**config.mk**
```make
export PLATFORM = sky130hd
export DESIGN_NAME = imem_loader
export DESIGN_NICKNAME = d
export VERILOG_FILES = /design/src/rtl/imem_loader.sv
export SDC_FILE = /design/constraint.sdc
export NUM_CORES = 1
export LEC_CHECK = 0
export ABC_AREA = 1
export CAP_MARGIN = 20
export CELL_PAD_IN_SITES_DETAIL_PLACEMENT = 0
export CELL_PAD_IN_SITES_GLOBAL_PLACEMENT = 2
export CORE_ASPECT_RATIO = 0.9
export CORE_UTILIZATION = 31
export CTS_BUF_LIST = sky130_fd_sc_hd__clkbuf_8
export CTS_CLUSTER_DIAMETER = 200
export CTS_CLUSTER_SIZE = 12
export DETAILED_ROUTE_END_ITERATION = 10
export GPL_TIMING_DRIVEN = 0
export PLACE_DENSITY_LB_ADDON = 0.1
export SLEW_MARGIN = 5
export SYNTH_ARGS = -nofsm -noshare
export SYNTH_HDL_FRONTEND = slang
export SYNTH_SLANG_ARGS = --single-unit
```
**constraint.sdc**
```tcl
create_clock -name clk_i -period 3.3 [get_ports clk_i]
set_input_delay 0.495 -clock clk_i [delete_from_list [all_inputs] [get_ports clk_i]]
set_output_delay 0.495 -clock clk_i [all_outputs]
set_load 0.01 [all_outputs]
```
**src/rtl/imem_loader.sv**
```systemverilog
// imem_loader: boot-time program loader.
//
// Takes a byte stream over a valid/ready handshake, assembles little-endian 32-bit words and
// writes them into instruction memory. The CPU is held in reset (cpu_run_o = 0) until the whole
// image is written.
//
// Stream: count N (2 bytes, low first), then N words (4 bytes each, LSB first), then one
// checksum byte when IMEM_LOADER_CHECKSUM_EN is defined.
//
// Optional feature macro: IMEM_LOADER_CHECKSUM_EN
//   Defined:   running XOR of the data bytes is checked against a trailing byte; a mismatch
//              ends in the error state (the words are still written).
//   Undefined: no trailing byte; the last write goes straight to done.
//
// Parameters:
//   BASE_ADDR   byte address of the first word written
//   MAX_WORDS   largest word count accepted in the header
//
// Ports:
//   clk_i        clock, rising edge
//   rst_i        synchronous active-high reset
//   in_valid_i   stream byte valid
//   in_data_i    stream byte
//   in_ready_o   loader accepts a byte this cycle
//   im_we_o      instruction-memory write strobe, one cycle per word
//   im_addr_o    word-aligned byte address of the write
//   im_wdata_o   assembled word
//   words_o      words written so far
//   cpu_run_o    image loaded; releases the CPU reset
//   err_o        sticky error flag

module imem_loader #(
   parameter logic [31:0] BASE_ADDR = 32'd0,
   parameter int unsigned MAX_WORDS = 256
) (
   input  logic        clk_i,
   input  logic        rst_i,
   input  logic        in_valid_i,
   input  logic [7:0]  in_data_i,
   output logic        in_ready_o,
   output logic        im_we_o,
   output logic [31:0] im_addr_o,
   output logic [31:0] im_wdata_o,
   output logic [15:0] words_o,
   output logic        cpu_run_o,
   output logic        err_o
);

`ifdef IMEM_LOADER_CHECKSUM_EN
   typedef enum logic [2:0] {
      StHdr0, StHdr1, StData, StWrite, StCsum, StDone, StErr
   } state_e;
   // State entered once every word has been written.
   localparam state_e StFinal = StCsum;
`else
   typedef enum logic [2:0] {
      StHdr0, StHdr1, StData, StWrite, StDone, StErr
   } state_e;
   localparam state_e StFinal = StDone;
`endif

   state_e      state_q, state_d;
   logic [7:0]  cnt_lo_q;
   logic [15:0] cnt_q;
   logic [1:0]  byte_idx_q;
   logic [31:0] word_q;
   logic [31:0] addr_q;
   logic [15:0] words_q;
`ifdef IMEM_LOADER_CHECKSUM_EN
   logic [7:0]  xor_q;
`endif

   logic        accept;
   logic [15:0] hdr_n;
   logic        last_word;

   always_comb begin
      in_ready_o = 1'b0;
      unique case (state_q)
         StHdr0, StHdr1, StData: in_ready_o = 1'b1;
`ifdef IMEM_LOADER_CHECKSUM_EN
         StCsum:                 in_ready_o = 1'b1;
`endif
         default:                in_ready_o = 1'b0;
      endcase
   end

   assign accept    = in_valid_i && in_ready_o;
   assign hdr_n     = {in_data_i, cnt_lo_q};
   assign last_word = (words_q + 16'd1) == cnt_q;

   always_comb begin
      state_d = state_q;
      unique case (state_q)
         StHdr0: if (accept) state_d = StHdr1;
         StHdr1: begin
            if (accept) begin
               if (hdr_n == 16'd0) begin
                  state_d = StFinal;
               end else if (32'(hdr_n) > MAX_WORDS) begin
                  state_d = StErr;
               end else begin
                  state_d = StData;
               end
            end
         end
         StData:  if (accept && (byte_idx_q == 2'd3)) state_d = StWrite;
         StWrite: state_d = last_word ? StFinal : StData;
`ifdef IMEM_LOADER_CHECKSUM_EN
         StCsum:  if (accept) state_d = (in_data_i == xor_q) ? StDone : StErr;
`endif
         StDone:  state_d = StDone;
         StErr:   state_d = StErr;
         default: state_d = StErr;
      endcase
   end

   always_ff @(posedge clk_i) begin
      if (rst_i) begin
         state_q    <= StHdr0;
         cnt_lo_q   <= 8'd0;
         cnt_q      <= 16'd0;
         byte_idx_q <= 2'd0;
         word_q     <= 32'd0;
         addr_q     <= 32'd0;
         words_q    <= 16'd0;
`ifdef IMEM_LOADER_CHECKSUM_EN
         xor_q      <= 8'd0;
`endif
      end else begin
         state_q <= state_d;
         if (accept && (state_q == StHdr0)) begin
            cnt_lo_q <= in_data_i;
         end
         if (accept && (state_q == StHdr1)) begin
            cnt_q <= hdr_n;
         end
         if (accept && (state_q == StData)) begin
            word_q[{byte_idx_q, 3'b000} +: 8] <= in_data_i;
            byte_idx_q                        <= byte_idx_q + 2'd1;
`ifdef IMEM_LOADER_CHECKSUM_EN
            xor_q                             <= xor_q ^ in_data_i;
`endif
            // Address is registered here so it is stable for the whole write cycle.
            if (byte_idx_q == 2'd3) begin
               addr_q <= BASE_ADDR + {14'd0, words_q, 2'b00};
            end
         end
         if (state_q == StWrite) begin
            words_q <= words_q + 16'd1;
         end
      end
   end

   // Gated by reset so a write cycle coinciding with a reset never reaches memory.
   assign im_we_o    = (state_q == StWrite) && !rst_i;
   assign im_addr_o  = addr_q;
   assign im_wdata_o = word_q;
   assign words_o    = words_q;
   assign cpu_run_o  = (state_q == StDone);
   assign err_o      = (state_q == StErr);

endmodule

```
==> results.yml <==
clock_network:
  worstSkewPairLatency_ps: 380
  clock_path_buffers: 2
  cts.reportedPaths.clkPinSlew_ps: 100
  tritoncts: "built"
  tritoncts.num_buffers: 9
  postCtsSetupBuffers: 0
  h-tree-depth: 3
  post_cts.resized_instances: 0
  postCtsHoldBufs: 0
  clk_root_buffer_cell: "sky130_fd_sc_hd__clkbuf_8"
  numClockSinks: 93
logic_synthesis:
  postSynthRegisterBits: 93
  yosys_most_used_dff: "sky130_fd_sc_hd__dfxtp_1"
  synthesis.yosys.warnings: 0
  synth_top_area_cell: "sky130_fd_sc_hd__dfxtp_1"
  synth-edff-count: 0
  post_synth_instance_area_um2: 4650
  ys_seq_area_frac: 0.400
  netlist_top_cells_area: "sky130_fd_sc_hd__dfxtp_1 40%, sky130_fd_sc_hd__nand2_1 12%, sky130_fd_sc_hd__a21oi_1 8.2%"
  synth.avg_cell_area_um2: 6.85
  synth.distinct_cells: 36
  post-synth-top-area-fraction: 0.400
  syn-instance-count: 679
  ys_async_sr_fraction: 0
floorplan:
  start_util: 0.317
  core_area_um2: 14700
  die_height_um: 118
  fp.dieW_um: 131
  rows: 42
  floorplan.io_pins: 95
  total_die_area_um2: 15500
setup_path:
  timing.setup.critical_path_class: "flip-flop to output pin"
  cell_at_the_slowest_stage_of_the_critical_path: "sky130_fd_sc_hd__clkdlybuf4s50_1"
  worstSetupStartpointType: "flip-flop"
  timing.critical_path.mode_cell: "sky130_fd_sc_hd__nor2_1"
  crit_required_ps: 2800
  critical_path.max_fanout: 10
  crit_arrival_ps: 2440
  timing.rr.start: "byte_idx_q[0]$_SDFFE_PP0P_"
  cp_slowest_stage_delay_ps: 560
  critical_path.cell_chain: "nand2_1 -> nor2_1 -> inv_1 -> clkbuf_1 -> nor2_1 -> clkdlybuf4s50_1"
  ff2ff_path_depth: 9
  crit_end_element: "output pin"
  worstReg2RegEnd: "im_wdata_o[14]$_SDFFE_PP0P_"
  setup.reg_to_reg.worst_slack_ps: 510
place:
  numPortBuffers: 77
  globalplace.congestion: 0.842
  detailed_place_hpwl_um: 11600
  placedInstanceArea_um2: 5720
  placedCellCount: 969
  placement.setup.worst_slack_ps: 564
finish:
  finalCoreUtilization: 0.406
  fin_nets: 799
  area.growth.synth_to_final_pct: 27.9
  final_cell_area_um2: 5950
  finish.cell_count_without_fillers: 985
  final_cell_mix: "145 x sky130_fd_sc_hd__nand2_1, 93 x sky130_fd_sc_hd__dfxtp_1, 77 x sky130_fd_sc_hd__clkdlybuf4s50_1"
  final_common_cell: "sky130_fd_sc_hd__nand2_1"
  drive_above_1_share: 0.0635
  count_of_fill_cells_added_during_filler_insertion: 1548
  antennaDiodeCount: 0
detailed_routing:
  drtPass1Iterations: 5
  routed_via_density: 4.82
  antenna_left: 0
  post-route-drc-count: 0
  drt-wirelength-per-cell_um: 15.4
  vias: 4752
  drt-total-wl_um: 15200
  drt_first_iter_violations: 255
sta:
  hold_viol: 0
  slew_viol_final: 0
  finalSetupViolations: 0
  timing.slew.headroom: 0.602
  achievable-frequency_mhz: 341
  setup-tns-final_ps: 0
  fin_crit_sh: 0.889
  worst_pin_slew_ps: 596
  skew_ps: 11.5
  min_period_ps: 2930
  holdWs_ps: 467
  final.setup.worst_slack_ps: 365
  grt_setup_unrepaired: "false"
power_and_ir_drop:
  power.share.sequential: 0.515
  netSwitchingFraction: 0.266
  share_comb_of_total_power: 0.102
  power_frac_clock: 0.383
  static_leakage_nw: 2.40
  power_switching_mw: 0.611
  totalPowerFinal_mw: 2.30
  power.density_nw_per_um2: 387
  internal_power_mw: 1.69
  vdd_drop_max_uv: 357
global_route:
  grt_start_max_net_pins: 16
  total_grt_overflow: 0
  first_global_vias: 4471
  grt_first_pass_wirelength_um: 24400
  gr-usage-all-layers: 0.210
  grt_antenna_before_repair: 0
min_path:
  timing.hold.worst_path_depth: 2
  hold_start: "im_addr_o[10]$_SDFFE_PP0P_"
  holdPathEnd: "im_addr_o[10]$_SDFFE_PP0P_"
  timing.hold.worst.class: "flip-flop to flip-flop"
job:
  maxCapViolations: 0
status:
  outcome: "complete, no violations"
[worst max path at each step]
stage,startpoint,to,cells after the start
CTS,state_q[0]$_SDFFE_PP0P_,im_we_o,6
global route,state_q[0]$_SDFFE_PP0P_,im_we_o,6
global placement,byte_idx_q[0]$_SDFFE_PP0P_,im_wdata_o[25]$_SDFFE_PP0P_,9
detailed placement,byte_idx_q[0]$_SDFFE_PP0P_,im_wdata_o[14]$_SDFFE_PP0P_,9
floorplan,byte_idx_q[0]$_SDFFE_PP0P_,im_wdata_o[29]$_SDFFE_PP0P_,9
finish,state_q[0]$_SDFFE_PP0P_,im_we_o,6
[logic make-up (layout without fill, tap and decap cells)]
family                   count (synthesis)  count (layout)  share of synthesized area
other                                    1              16                   0.000807
buffers and inverters                  121             214                      0.111
adder cells (fa/ha/maj)                  6               6                     0.0161
flip-flops                              93              93                      0.400
AND/OR/NAND/NOR                        312             312                      0.301
AO/OA/AOI/OAI                          144             144                      0.164
XOR/XNOR                                 2               2                    0.00700
[synth_stat cells, types with 2 or more instances]
| cell type | number |
|---|---|
| sky130_fd_sc_hd__nand2_1 | 145 |
| sky130_fd_sc_hd__dfxtp_1 | 93 |
| sky130_fd_sc_hd__a21oi_1 | 76 |
| sky130_fd_sc_hd__inv_1 | 74 |
| sky130_fd_sc_hd__nand3_1 | 64 |
| sky130_fd_sc_hd__nor2_1 | 57 |
| sky130_fd_sc_hd__o21ai_0 | 55 |
| sky130_fd_sc_hd__clkbuf_1 | 27 |
| sky130_fd_sc_hd__nand4_1 | 22 |
| sky130_fd_sc_hd__buf_4 | 16 |
| sky130_fd_sc_hd__ha_1 | 6 |
| sky130_fd_sc_hd__nand2_2 | 5 |
| sky130_fd_sc_hd__nor2_4 | 4 |
| sky130_fd_sc_hd__o211a_1 | 4 |
| sky130_fd_sc_hd__nand3b_1 | 3 |
| sky130_fd_sc_hd__nor2_2 | 3 |
| sky130_fd_sc_hd__o211ai_1 | 3 |
| sky130_fd_sc_hd__buf_2 | 2 |
| sky130_fd_sc_hd__or3_1 | 2 |
| sky130_fd_sc_hd__or4_1 | 2 |
[area by class of cell]
class / count / area (µm²) / share of cell area
Clock inverter: 6 / 86.3 / 0.0145
Tap cell: 198 / 248 / 0.0416
Clock buffer: 10 / 138 / 0.0231
Inverter: 75 / 282 / 0.0473
Buffer: 46 / 235 / 0.0395
Sequential cell: 93 / 1860 / 0.313
Multi-Input combinational cell: 480 / 2330 / 0.391
Timing Repair Buffer: 77 / 771 / 0.130
[critical path: cells and delay by family, from the launching register on]
family,cells,cell delay [ps]
AND/OR/NAND/NOR,3,600
flip-flops,1,430
buffers and inverters,3,1050
[layer usage]
layer	up-vias	track usage	part of all wire	wire [µm]
li1	2416	-	-	-
met1	2213	0.284	0.48	7370
met2	115	0.334	0.46	6980
met3	8	0.0530	0.046	698
met4	0	0.0474	0.010	155
met5	-	0	0	0
[power groups by stage]
stage	Combinational (mW)	Sequential, mW	Clock [mW]
final	0.234	1.19	0.882
after global routing	0.270	1.19	0.955
after CTS	0.236	1.19	0.916
after detailed placement	0.235	1.21	0
after global placement	0.235	1.21	0
after floorplan	0.163	1.20	0
[registers in the layout, summed over array words and instances, names as in the netlist]
signal and cells:
byte_idx_q 2, cnt_lo_q 8, cnt_q 16, im_addr_o 16, im_wdata_o 32, state_q 3, words_o 16
Power figures use the tool's default switching activity.
